File: src/rtl/seg_pkg.sv
// Shared types and constants for the 7-segment scan controller and its timer.
package seg_pkg;

  typedef enum logic {
    SCAN_BLANK = 1'b0,
    SCAN_SHOW  = 1'b1
  } scan_state_t;

  localparam int BCD_W   = 4;
  localparam int BCD_MAX = 9;

  // Counter width able to hold max_count-1, never narrower than one bit.
  function automatic int cnt_width(input int max_count);
    return (max_count < 2) ? 1 : $clog2(max_count);
  endfunction

endpackage

File: src/rtl/scan_timer.sv
// Loadable down-counter; expire is high while the count sits at zero (last count).
module scan_timer #(
  parameter int CNT_W = 2
) (
  input  logic             clk,
  input  logic             rst,
  input  logic             reload,
  input  logic [CNT_W-1:0] reload_val,
  output logic             expire,
  output logic             expire_next
);

  logic [CNT_W-1:0] count_reg;
  logic [CNT_W-1:0] count_next;

  always_comb begin
    count_next = count_reg;
    if (reload) begin
      count_next = reload_val;
    end else if (count_reg != '0) begin
      count_next = count_reg - CNT_W'(1);
    end
  end

  always_ff @(posedge clk) begin
    if (rst) begin
      count_reg <= '0;
    end else begin
      count_reg <= count_next;
    end
  end

  assign expire      = (count_reg == '0);
  assign expire_next = (count_next == '0);

endmodule

File: src/rtl/seg_scan_ctrl.sv
// Multiplexed scan controller feeding a shared BCD-to-7-segment decoder with a
// double-buffered digit frame, per-digit on-time and inter-digit blanking.
module seg_scan_ctrl
  import seg_pkg::*;
#(
  parameter int NUM_DIGITS   = 4,
  parameter int DIV          = 50000,
  parameter int BLANK_CYCLES = 4
) (
  input  logic                        clk,
  input  logic                        rst,
  input  logic                        load,
  input  logic [BCD_W*NUM_DIGITS-1:0] digits_in,
  input  logic [NUM_DIGITS-1:0]       err_in,
  output logic [BCD_W-1:0]            bcd_out,
  output logic                        err_out,
  output logic [NUM_DIGITS-1:0]       dig_en,
  output logic                        frame_done
);

  localparam int IDX_W = (NUM_DIGITS > 1) ? $clog2(NUM_DIGITS) : 1;
  localparam int CNT_W = cnt_width((DIV > BLANK_CYCLES) ? DIV : BLANK_CYCLES);
  localparam logic [CNT_W-1:0] DIV_LOAD   = CNT_W'(DIV - 1);
  localparam logic [CNT_W-1:0] BLANK_LOAD = CNT_W'(BLANK_CYCLES - 1);
  localparam logic [IDX_W-1:0] LAST_IDX   = IDX_W'(NUM_DIGITS - 1);
  localparam logic [BCD_W-1:0] BCD_LIMIT  = BCD_W'(BCD_MAX);

  scan_state_t                  state_reg, state_next;
  logic [IDX_W-1:0]             idx_reg, idx_next;
  logic                         armed_reg;
  logic [BCD_W*NUM_DIGITS-1:0]  pend_dig_reg, act_dig_reg, act_dig_next;
  logic [NUM_DIGITS-1:0]        pend_err_reg, act_err_reg, act_err_next;
  logic [BCD_W-1:0]             bcd_reg, bcd_next;
  logic                         err_reg, err_next;
  logic [NUM_DIGITS-1:0]        dig_en_reg, dig_en_next;
  logic                         frame_done_reg, frame_done_next;

  logic                         reload;
  logic [CNT_W-1:0]             reload_val;
  logic                         expire, expire_next;
  logic                         commit;
  logic [BCD_W-1:0]             nib [NUM_DIGITS];
  logic [BCD_W-1:0]             show_nib;

  scan_timer #(.CNT_W(CNT_W)) u_timer (
    .clk         (clk),
    .rst         (rst),
    .reload      (reload),
    .reload_val  (reload_val),
    .expire      (expire),
    .expire_next (expire_next)
  );

  // The first edge out of reset arms the timer, so the blanking gap after reset
  // is a full BLANK_CYCLES long, exactly like every other gap.
  always_comb begin
    state_next = state_reg;
    idx_next   = idx_reg;
    reload     = 1'b0;
    reload_val = BLANK_LOAD;
    if (!armed_reg) begin
      reload = 1'b1;
    end else if (expire) begin
      reload = 1'b1;
      if (state_reg == SCAN_BLANK) begin
        state_next = SCAN_SHOW;
        reload_val = DIV_LOAD;
      end else begin
        state_next = SCAN_BLANK;
        idx_next   = (idx_reg == LAST_IDX) ? '0 : idx_reg + IDX_W'(1);
      end
    end
  end

  // Frame boundary: active swaps only here, with a same-cycle load bypassing pending.
  assign commit = armed_reg && (state_reg == SCAN_BLANK) && expire && (idx_reg == '0);

  always_comb begin
    act_dig_next = act_dig_reg;
    act_err_next = act_err_reg;
    if (commit) begin
      act_dig_next = load ? digits_in : pend_dig_reg;
      act_err_next = load ? err_in    : pend_err_reg;
    end
  end

  for (genvar gi = 0; gi < NUM_DIGITS; gi++) begin : g_digit
    assign nib[gi]         = act_dig_next[gi*BCD_W +: BCD_W];
    assign dig_en_next[gi] = (state_next == SCAN_SHOW) && (idx_next == IDX_W'(gi));
  end

  assign show_nib = nib[idx_next];

  always_comb begin
    bcd_next        = '0;
    err_next        = 1'b0;
    frame_done_next = 1'b0;
    if (state_next == SCAN_SHOW) begin
      bcd_next        = show_nib;
      err_next        = act_err_next[idx_next] || (show_nib > BCD_LIMIT);
      frame_done_next = (idx_next == LAST_IDX) && expire_next;
    end
  end

  always_ff @(posedge clk) begin
    if (rst) begin
      state_reg      <= SCAN_BLANK;
      idx_reg        <= '0;
      armed_reg      <= 1'b0;
      pend_dig_reg   <= '0;
      pend_err_reg   <= '0;
      act_dig_reg    <= '0;
      act_err_reg    <= '0;
      bcd_reg        <= '0;
      err_reg        <= 1'b0;
      dig_en_reg     <= '0;
      frame_done_reg <= 1'b0;
    end else begin
      state_reg      <= state_next;
      idx_reg        <= idx_next;
      armed_reg      <= 1'b1;
      if (load) begin
        pend_dig_reg <= digits_in;
        pend_err_reg <= err_in;
      end
      act_dig_reg    <= act_dig_next;
      act_err_reg    <= act_err_next;
      bcd_reg        <= bcd_next;
      err_reg        <= err_next;
      dig_en_reg     <= dig_en_next;
      frame_done_reg <= frame_done_next;
    end
  end

  assign bcd_out    = bcd_reg;
  assign err_out    = err_reg;
  assign dig_en     = dig_en_reg;
  assign frame_done = frame_done_reg;

endmodule

File: config.mk
export PLATFORM = sky130hd
export DESIGN_NAME = seg_scan_ctrl
export DESIGN_NICKNAME = d
export VERILOG_FILES = /design/src/rtl/seg_pkg.sv /design/src/rtl/scan_timer.sv /design/src/rtl/seg_scan_ctrl.sv
export SDC_FILE = /design/constraint.sdc
export NUM_CORES = 1
export LEC_CHECK = 0
export ABC_CLOCK_PERIOD_IN_PS = 4300
export CELL_PAD_IN_SITES_DETAIL_PLACEMENT = 0
export CELL_PAD_IN_SITES_GLOBAL_PLACEMENT = 1
export CORE_MARGIN = 1
export CORE_UTILIZATION = 43
export CTS_CLUSTER_SIZE = 24
export DETAILED_ROUTE_END_ITERATION = 8
export DONT_BUFFER_PORTS = 1
export PLACE_DENSITY_LB_ADDON = 0.2
export SYNTH_ARGS = -nofsm -noshare
export SYNTH_HDL_FRONTEND = slang
export SYNTH_SLANG_ARGS = --single-unit
File: constraint.sdc
create_clock -name clk -period 4.3 [get_ports clk]
set_clock_uncertainty 0.15 [all_clocks]
set_input_delay 0.86 -clock clk [delete_from_list [all_inputs] [get_ports clk]]
set_output_delay 0.86 -clock clk [all_outputs]
set_load 0.02 [all_outputs]
==> results of run 1 <==
layer usage:
layer  share of wire  wire length, microns
met4           0.011                    71
met3           0.039                   240
met5               0                     0
met1            0.51                  3141
met2            0.44                  2726
final cells by class:
| cell class | instances | area, sq um | share of cell area |
|---|---|---|---|
| clock buffer | 10 | 137.6 | 0.04322 |
| clock inverter | 6 | 61.31 | 0.01925 |
| inverter | 7 | 26.28 | 0.008251 |
| multi-input combinational | 220 | 1461 | 0.4589 |
| sequential | 70 | 1401 | 0.4401 |
| tap | 77 | 96.34 | 0.03026 |
path summary, 6_finish.rpt:
path | startpoint | to | slack [ns] | cells past startpoint
setup / recovery | u_timer.count_reg[0]$_SDFF_PP0_ | err_out$_SDFF_PP0_ | 0.86 | 9
hold / removal | u_timer.count_reg[0]$_SDFF_PP0_ | u_timer.count_reg[0]$_SDFF_PP0_ | 0.30 | 1
hold reg to reg | u_timer.count_reg[0]$_SDFF_PP0_ | u_timer.count_reg[0]$_SDFF_PP0_ | 0.30 | 1
setup reg to reg | u_timer.count_reg[0]$_SDFF_PP0_ | err_out$_SDFF_PP0_ | 0.86 | 9
power groups by stage:
stage	logic [W]	clock network, W	registers (W)
after floorplan	0.000291	0	0.000740
after global placement	0.000330	0	0.000749
after detailed placement	0.000331	0	0.000750
after CTS	0.000333	0.000543	0.000735
after global routing	0.000376	0.000577	0.000742
final	0.000330	0.000526	0.000735
logic make-up (layout without fill, tap and decap cells):
group           Yosys count  count (layout)
simple gates            116             116
flops                    70              70
compound gates           59              59
mux                      28              28
buf+inv                  22              23
xor+xnor                 12              12
fa+ha+maj                 5               5
per-stage QoR:
step	total power [W]	hold slack, ns	instances	setup WS, ns
after floorplan	0.001031	0.2840	312	1.214
after global placement	0.001079	0.2878	374	0.9868
after detailed placement	0.001081	0.3028	374	0.8623
after CTS	0.001611	0.3138	390	0.8424
after global routing	0.001695	0.3238	390	0.6321
final	0.001591	0.3046	390	0.8591
cell usage in the layout, fill, tap and decap left out, types with 2 or more instances in the layout:
master	instances
sky130_fd_sc_hd__dfxtp_1	70
sky130_fd_sc_hd__nor4_1	6
sky130_fd_sc_hd__o211ai_1	11
sky130_fd_sc_hd__and2_1	6
sky130_fd_sc_hd__mux2_2	6
sky130_fd_sc_hd__clkbuf_8	10
sky130_fd_sc_hd__mux2i_1	21
sky130_fd_sc_hd__a21boi_0	8
sky130_fd_sc_hd__nor3_1	20
sky130_fd_sc_hd__xnor2_1	6
sky130_fd_sc_hd__nor2b_1	2
sky130_fd_sc_hd__nor2_1	45
sky130_fd_sc_hd__nand2_1	14
sky130_fd_sc_hd__or4_1	3
sky130_fd_sc_hd__nor2_2	2
sky130_fd_sc_hd__xor2_1	6
sky130_fd_sc_hd__a22oi_1	2
sky130_fd_sc_hd__o31a_1	2
sky130_fd_sc_hd__and3_1	4
sky130_fd_sc_hd__nand3_1	4
sky130_fd_sc_hd__nor4_4	2
sky130_fd_sc_hd__a21oi_1	14
sky130_fd_sc_hd__o21ai_0	2
sky130_fd_sc_hd__nand2b_1	2
sky130_fd_sc_hd__clkinv_2	3
sky130_fd_sc_hd__o21a_1	8
sky130_fd_sc_hd__inv_1	7
sky130_fd_sc_hd__ha_1	5
sky130_fd_sc_hd__o22ai_1	8
==> results.txt, run 1 <==
Of the total synthesized cell area, the portion taken by XOR and XNOR cells is 0.03549. Clock tree synthesis selected as its root buffer the cell sky130_fd_sc_hd__clkbuf_8. Setup violations remaining at the end of the flow were counted as 0. For this run, the leading register cell type out of synthesis is sky130_fd_sc_hd__dfxtp_1. Dividing the detail-routed wire length by the instance count gives 15.84 microns. The worst-case IR drop observed on VDD is 207.2 uV. The die is 84.99 microns wide. The critical path's slowest cell is sky130_fd_sc_hd__or4_4. The count of buffer and inverter cells on the critical path came out at 1. The post-CTS setup buffer count is 0. The number of nets produced by synthesis is 340.

The gate count of the mapped netlist came out at 312. The proportion of synthesized chip area in sequential cells is 0.4732. The number of enable-type register cells in the synthesized netlist came out at 0. The power share of the combinational group is 0.207. The count of synthesis-stage warnings from yosys is 0.

The synthesized flop and latch total came out at 70. Walking the worst path, the cells encountered are inv_1 > ha_1 > or4b_1 > or4_4 > nor4_4 > or2_2 > o211ai_1 > a22oi_1 > a211oi_1. The upper clock frequency limit is 290.6 MHz. The die covers 7223 sq um. Before antenna repair, the detailed router went through 4 iterations. The synthesis-to-layout area growth came out at 7.520%. The number of hold-repair buffers added at the cts stage came out at 0. The starting density of the core is 0.4560. The kind of cell with the highest combined delay along the critical path is simple AND/OR/NAND/NOR gates. STA classifies the critical path startpoint as a flip-flop. The layout has 605 filler cells.

After synthesis, the largest family of logic cells by area is simple AND/OR/NAND/NOR gates. After synthesis the cells add up to 2962 sq um. The global-route wire length before repair is 10630 microns. The library cell occupying the most area in the post-synthesis netlist is sky130_fd_sc_hd__dfxtp_1. The number of resized instances in the post-cts repair step came out at 0. Of all flip-flops after synthesis, the portion carrying an async set or reset was 0.

The synthesized-area fraction occupied by ao, oa, aoi and oai cells came to 0.1360. The number of nets in the final layout came out at 336. By startpoint and endpoint, the worst setup path is classified as flip-flop to flip-flop.

The final standard cell area without fillers is 3184 sq um. The clock transition at the registers of the reported paths is 0.07 ns. The row count is 29. Cell internal power was estimated by the tool at 0.001105 W. The number of pins exceeding their max-slew limit in the final report is 0. The final core utilization came out at 0.4903. The average cell area after synthesis came out at 9.492 sq um. For this run, global-route usage on met2 was measured as 0.2830. The initial antenna violation count was 0. The detailed placement HPWL came out at 4405 microns. For this run, global-route usage on met3 was measured as 0.07101.

The share of layout cells above drive strength 1 is 0.09904. The clock latency of the later-clocked register in the worst-skew pair is 0.34 ns. The transition time of the tightest slew-check pin came out at 0.7888 ns. The post-synthesis adder-cell area fraction came out at 0.02112. The number of clock buffers added by TritonCTS is 9. The total routing usage reported by global routing is 0.1903. Counting distinct cell types in the post-synthesis netlist gives 42. TritonCTS built the clock tree. The first routing iteration left 116 violations. The highest net fanout along the worst path came out at 18. Setup repair after global routing left no endpoint under its margin.

The vertical die dimension came out at 84.99 microns. The flow ran to the end, and the final reports show no timing, DRC or antenna violations. The congestion estimate from routability-driven global placement came to 0.8038.

The fraction of post-synthesis cell area in the top cell type by area is 0.4732. The worst-case clock buffer depth came out at 2. The number of hold violations in the final report came out at 0. The overall routed net length came out at 6179 microns. The worst setup path is captured at a flip-flop. The average vias per placed instance came out at 5.544. The number of top-level design ports came out at 33.

Of the total power, registers draw 0.462. Once detail routing completed, the nets flagged for antenna violations numbered 0. The number of sinks on the clock net is 70. The via count of the first global-routing pass came out at 2130.

The share of total power in the clock network came out at 0.331. The number of antenna diodes in the final layout is 0. The level count of the clock H-tree is 3. The commonest cells after synthesis are sky130_fd_sc_hd__dfxtp_1 (70), sky130_fd_sc_hd__nor2_1 (45), sky130_fd_sc_hd__mux2i_1 (21), sky130_fd_sc_hd__nor3_1 (20). The portion of the clock cycle consumed by the worst path in the final layout is 0.8002.

After global routing the overflow that remains totals 0. In the global route stage, met1 resource usage came out at 0.2612. The setup TNS came out at 0 ns.

STA puts the critical path data required time at 4.36 ns. After detailed routing, the number of remaining DRC violations is 0. Entering global routing, the biggest net connects 40 pins. The worst-case headroom to the max-slew limit is 0.4693. The minimum clock period after layout came out at 3.441 ns. In this design, the stage delay of the slowest critical-path cell is 0.69 ns. Max-cap violations in this run came to 0. The number of vias in the routed layout came out at 2162. The standard cell area after detailed placement came out at 2985 sq um. By area the synthesized netlist is led by sky130_fd_sc_hd__dfxtp_1 (47%), sky130_fd_sc_hd__mux2i_1 (7.1%), sky130_fd_sc_hd__nor2_1 (5.7%). The most numerous cell in the Yosys netlist is sky130_fd_sc_hd__dfxtp_1. Of the total synthesized cell area, the portion taken by AND, OR, NAND and NOR gates is 0.2024.

The number of buffers added on ports is 0. The analysis attributes to cell leakage a power of 1.250 nW. The most used routing layer is met2. The mux contribution to synthesized area is 0.09844. The net switching power is 0.0004855 W. Of the total power, the share spent switching nets is 0.3052. The core footprint came out at 6495 sq um. The critical path arrival is 3.50 ns. Dividing total power by cell area gives a power density of 499.5 nW/um^2. The kind of path behind the tightest hold check is flip-flop to flip-flop.
Note: power is estimated with default switching activity, not from simulation.
==> run 2, diff against run 1 <==
--- a/config.mk
+++ b/config.mk
@@ -5,7 +5,7 @@
 export SDC_FILE = /design/constraint.sdc
 export NUM_CORES = 1
 export LEC_CHECK = 0
-export ABC_CLOCK_PERIOD_IN_PS = 4300
+export ABC_CLOCK_PERIOD_IN_PS = 3100
 export CELL_PAD_IN_SITES_DETAIL_PLACEMENT = 0
 export CELL_PAD_IN_SITES_GLOBAL_PLACEMENT = 1
 export CORE_MARGIN = 1
==> constraint.sdc (replaced) <==
create_clock -name clk -period 3.1 [get_ports clk]
set_clock_uncertainty 0.15 [all_clocks]
set_input_delay 0.62 -clock clk [delete_from_list [all_inputs] [get_ports clk]]
set_output_delay 0.62 -clock clk [all_outputs]
set_load 0.02 [all_outputs]
==> run 2 against run 1 <==
Against the previous run: sequential share of layout area down 3.2 points; final cell count up 4.1%; register-to-register slack worse by 0.71 ns; largest power group unchanged; total power up 43%; die area unchanged; fmax up 17%; wire length up 4.5%; non-clock buffer count up 16; sequential power up 39%; largest cell class unchanged; hold slack worse by 0.12 ns; clock power up 28%.
==> results.txt, run 2 (same netlist as run 1, synthesis figures left out) <==
The share of layout cells above drive strength 1 was 0.2188 (+0.1198). The level count of the clock H-tree came to 3 (unchanged). The critical path is of the flip-flop to flip-flop type. The worst-case setup slack after placement came out at 0.03960 ns (-0.8227 ns). The switching power as a share of total power is 0.3264 (+0.02115).

The antenna cell count came out at 0 (unchanged). The global-route wire length before repair is 10710 microns (+0.71%). The worst-case headroom to the max-slew limit was 0.7782 (+0.3089). The clock latency of the later-clocked register in the worst-skew pair came out at 0.35 ns (about the same).

The average vias per placed instance is 5.461 (-1.5%). The placer congestion estimate came out at 0.7736 (-3.8%). The power share of the combinational group is 0.254 (+0.047). The worst reg-to-reg setup slack is 0.15 ns (-0.71 ns). The transition time of the tightest slew-check pin was 0.3235 ns (-0.4653 ns). The area taken by multi-input logic gates is 1592 sq um (+8.9%). The core footprint came out at 6495 sq um (unchanged).

The total power came out at 0.002272 W (+43%). The minimum clock period after layout was 2.953 ns (-0.4878 ns). The vertical die dimension is 84.99 microns (unchanged). The detailed placement HPWL came out at 4615 microns (+4.8%). The number of DRC violations after detailed-routing iteration 0 came to 109 (-6.0%). The internal power was 0.001531 W (+39%). The count of cells along the worst hold path came out at 1 (unchanged). The number of filler instances in the final layout is 598 (-1.2%).

The maximum number of pins on one net before global-route repair came out at 40 (unchanged). STA classifies the critical path startpoint as a flip-flop. The number of remaining DRC errors was 0 (unchanged). The die span in x came out at 84.99 microns (unchanged).

The total routing usage reported by global routing is 0.1927 (+0.002452). The CTS tree is done. The critical path arrival came to 3.03 ns (-0.47 ns). The most common cell after layout, fill and taps aside is sky130_fd_sc_hd__dfxtp_1. The run finished with clean final reports. The number of detailed-routing iterations run before antenna repair came out at 4 (unchanged).

The net switching power came out at 0.0007417 W (+53%). The starting density of the core is 0.4560 (unchanged). In this run the critical register-to-register path is launched from u_timer.count_reg[0]$_SDFF_PP0_. The leakage power summed over all cells came out at 1.336 nW (+6.9%). The number of hold violations in the final report came out at 0 (unchanged). The number of hold-repair buffers added at the cts stage was 0 (unchanged).

The worst endpoint required time is 3.18 ns (-1.18 ns). The kind of path behind the tightest hold check is input port to flip-flop. The number of nets in the final layout is 352 (+4.8%). The register area came to 1401 sq um (unchanged). The root buffer selected by CTS is sky130_fd_sc_hd__clkbuf_8.

The number of cells traversed by the worst register-to-register path came out at 9 (unchanged). The highest net fanout along the worst path came out at 6 (-12). The worst register-to-register path ends at err_out$_SDFF_PP0_. The via count of the first global-routing pass came out at 2180 (+2.3%). The final core utilization came out at 0.5290 (+0.03872). The total congestion overflow was 0 (unchanged). Leaving out fill and tap cells, the most frequent cells in the layout are sky130_fd_sc_hd__dfxtp_1 (70), sky130_fd_sc_hd__nor2_1 (44), sky130_fd_sc_hd__mux2i_1 (19). The row count is 29 (unchanged). The portion of the clock cycle consumed by the worst path in the final layout came to 0.9526 (+0.1524).

The max capacitance violation total came out at 0 (unchanged). Relative to the synthesized area, the layout overhead comes to 16.01%. The number of vias in the routed layout came to 2217 (+2.5%). The number of routed nets with antenna violations is 0 (unchanged).

The clock transition at the registers of the reported paths is 0.08 ns (about the same). The final worst-path setup slack came out at 0.1469 ns (-0.7122 ns). The critical path starts at u_timer.count_reg[0]$_SDFF_PP0_.

The worst-case clock buffer depth is 2 (unchanged). The number of pins exceeding their max-slew limit in the final report is 0 (unchanged). The power per cell area is 661.4 nW/um^2 (+32%). The total die area came out at 7223 sq um (unchanged). The upper clock frequency limit came out at 338.6 MHz (+17%).

The overall routed net length is 6460 microns (+4.5%). The number of buffers added on ports came out at 0 (unchanged). The share of total power in the clock network came out at 0.297 (-0.034). The number of top-level design ports came to 33 (unchanged). The total clock buffers created by CTS came out at 9 (unchanged). The number of sinks on the clock net is 70 (unchanged).

The worst voltage drop across the vdd grid came out at 333.0 uV (+61%). In this run the worst setup path terminates at err_out$_SDFF_PP0_. The setup-violating endpoint count in the final report came out at 0 (unchanged). The worst setup path is captured at a flip-flop. The average wire length per cell after detail routing came to 15.91 microns (+0.43%). The share of power burned in registers is 0.449 (-0.013). The initial antenna violation count came out at 0 (unchanged).
[run 2: changes by cell type in the layout (fill, tap and decap cells not counted), moves of 2 or more]
cell | previous run | this run
sky130_fd_sc_hd__nor2_4 | 0 | 2
sky130_fd_sc_hd__a21oi_2 | 0 | 5
sky130_fd_sc_hd__clkinv_2 | 3 | 1
sky130_fd_sc_hd__nor3_2 | 0 | 12
sky130_fd_sc_hd__a21oi_1 | 14 | 9
sky130_fd_sc_hd__buf_4 | 0 | 14
sky130_fd_sc_hd__mux2i_1 | 21 | 19
sky130_fd_sc_hd__nor3_1 | 20 | 8
[run 2: layout make-up]
type,instances,area share
Clock inverter,6,0.01347
Sequential cell,70,0.4079
Tap cell,77,0.02804
Multi-Input combinational cell,220,0.4632
Timing Repair Buffer,16,0.03969
Inverter,7,0.007647
Clock buffer,10,0.04006
[run 2: how the worst min path moves through the flow]
stage                               startpoint                          endpoint  slack (ns)
2_1_floorplan  u_timer.count_reg[0]$_SDFF_PP0_   u_timer.count_reg[0]$_SDFF_PP0_        0.28
3_3_place_gp   u_timer.count_reg[0]$_SDFF_PP0_   u_timer.count_reg[0]$_SDFF_PP0_        0.29
3_5_place_dp   u_timer.count_reg[0]$_SDFF_PP0_   u_timer.count_reg[0]$_SDFF_PP0_        0.31
4_1_cts                                    rst   u_timer.count_reg[1]$_SDFF_PP0_        0.17
5_1_grt                                    rst        act_dig_reg[10]$_SDFF_PP0_        0.17
6_report                                   rst  u_timer.count_reg[14]$_SDFF_PP0_        0.19
[run 2: worst max-delay path, stage by stage, from the launching register on]
cell and delay, ns:
sky130_fd_sc_hd__dfxtp_1 0.34, sky130_fd_sc_hd__inv_2 0.08, sky130_fd_sc_hd__ha_1 0.14, sky130_fd_sc_hd__or4b_4 0.46, sky130_fd_sc_hd__or4_4 0.63, sky130_fd_sc_hd__nor2_4 0.19, sky130_fd_sc_hd__mux2i_4 0.33, sky130_fd_sc_hd__o211ai_1 0.15
sky130_fd_sc_hd__a22oi_1 0.25, sky130_fd_sc_hd__a211oi_2 0.10
[run 2: power by group through the flow]
stage	registers [W]	clock network (W)	logic, W
after detailed placement	0.00104	0	0.000517
after CTS	0.00102	0.000693	0.000522
after floorplan	0.00103	0	0.000404
after global routing	0.00103	0.000735	0.000639
final	0.00102	0.000674	0.000577
after global placement	0.00104	0	0.000514
[run 2: routing by layer]
metal	global-route usage	vias to the layer above	routed length [microns]
li1	-	1131	-
met1	0.2591	1027	3257
met2	0.2933	52	2824
met3	0.05447	7	312
met4	0.07396	0	65
met5	0	-	0
[run 2: timing repair]
action                     4_1_cts  5_1_grt
gates resized for setup          0       34
setup buffers                    0        1
setup endpoints to repair        0        6
[run 2: metrics by stage]
stage          setup TNS [ns]  cell area, sq um  hold WS [ns]  std cells
3_3_place_gp                0              3098        0.2885        389
2_1_floorplan               0              2962        0.2840        312
6_report                    0              3436        0.1873        406
3_5_place_dp                0              3098        0.3063        389
4_1_cts                     0              3282        0.1668        405
5_1_grt             -0.005180              3436        0.1735        406
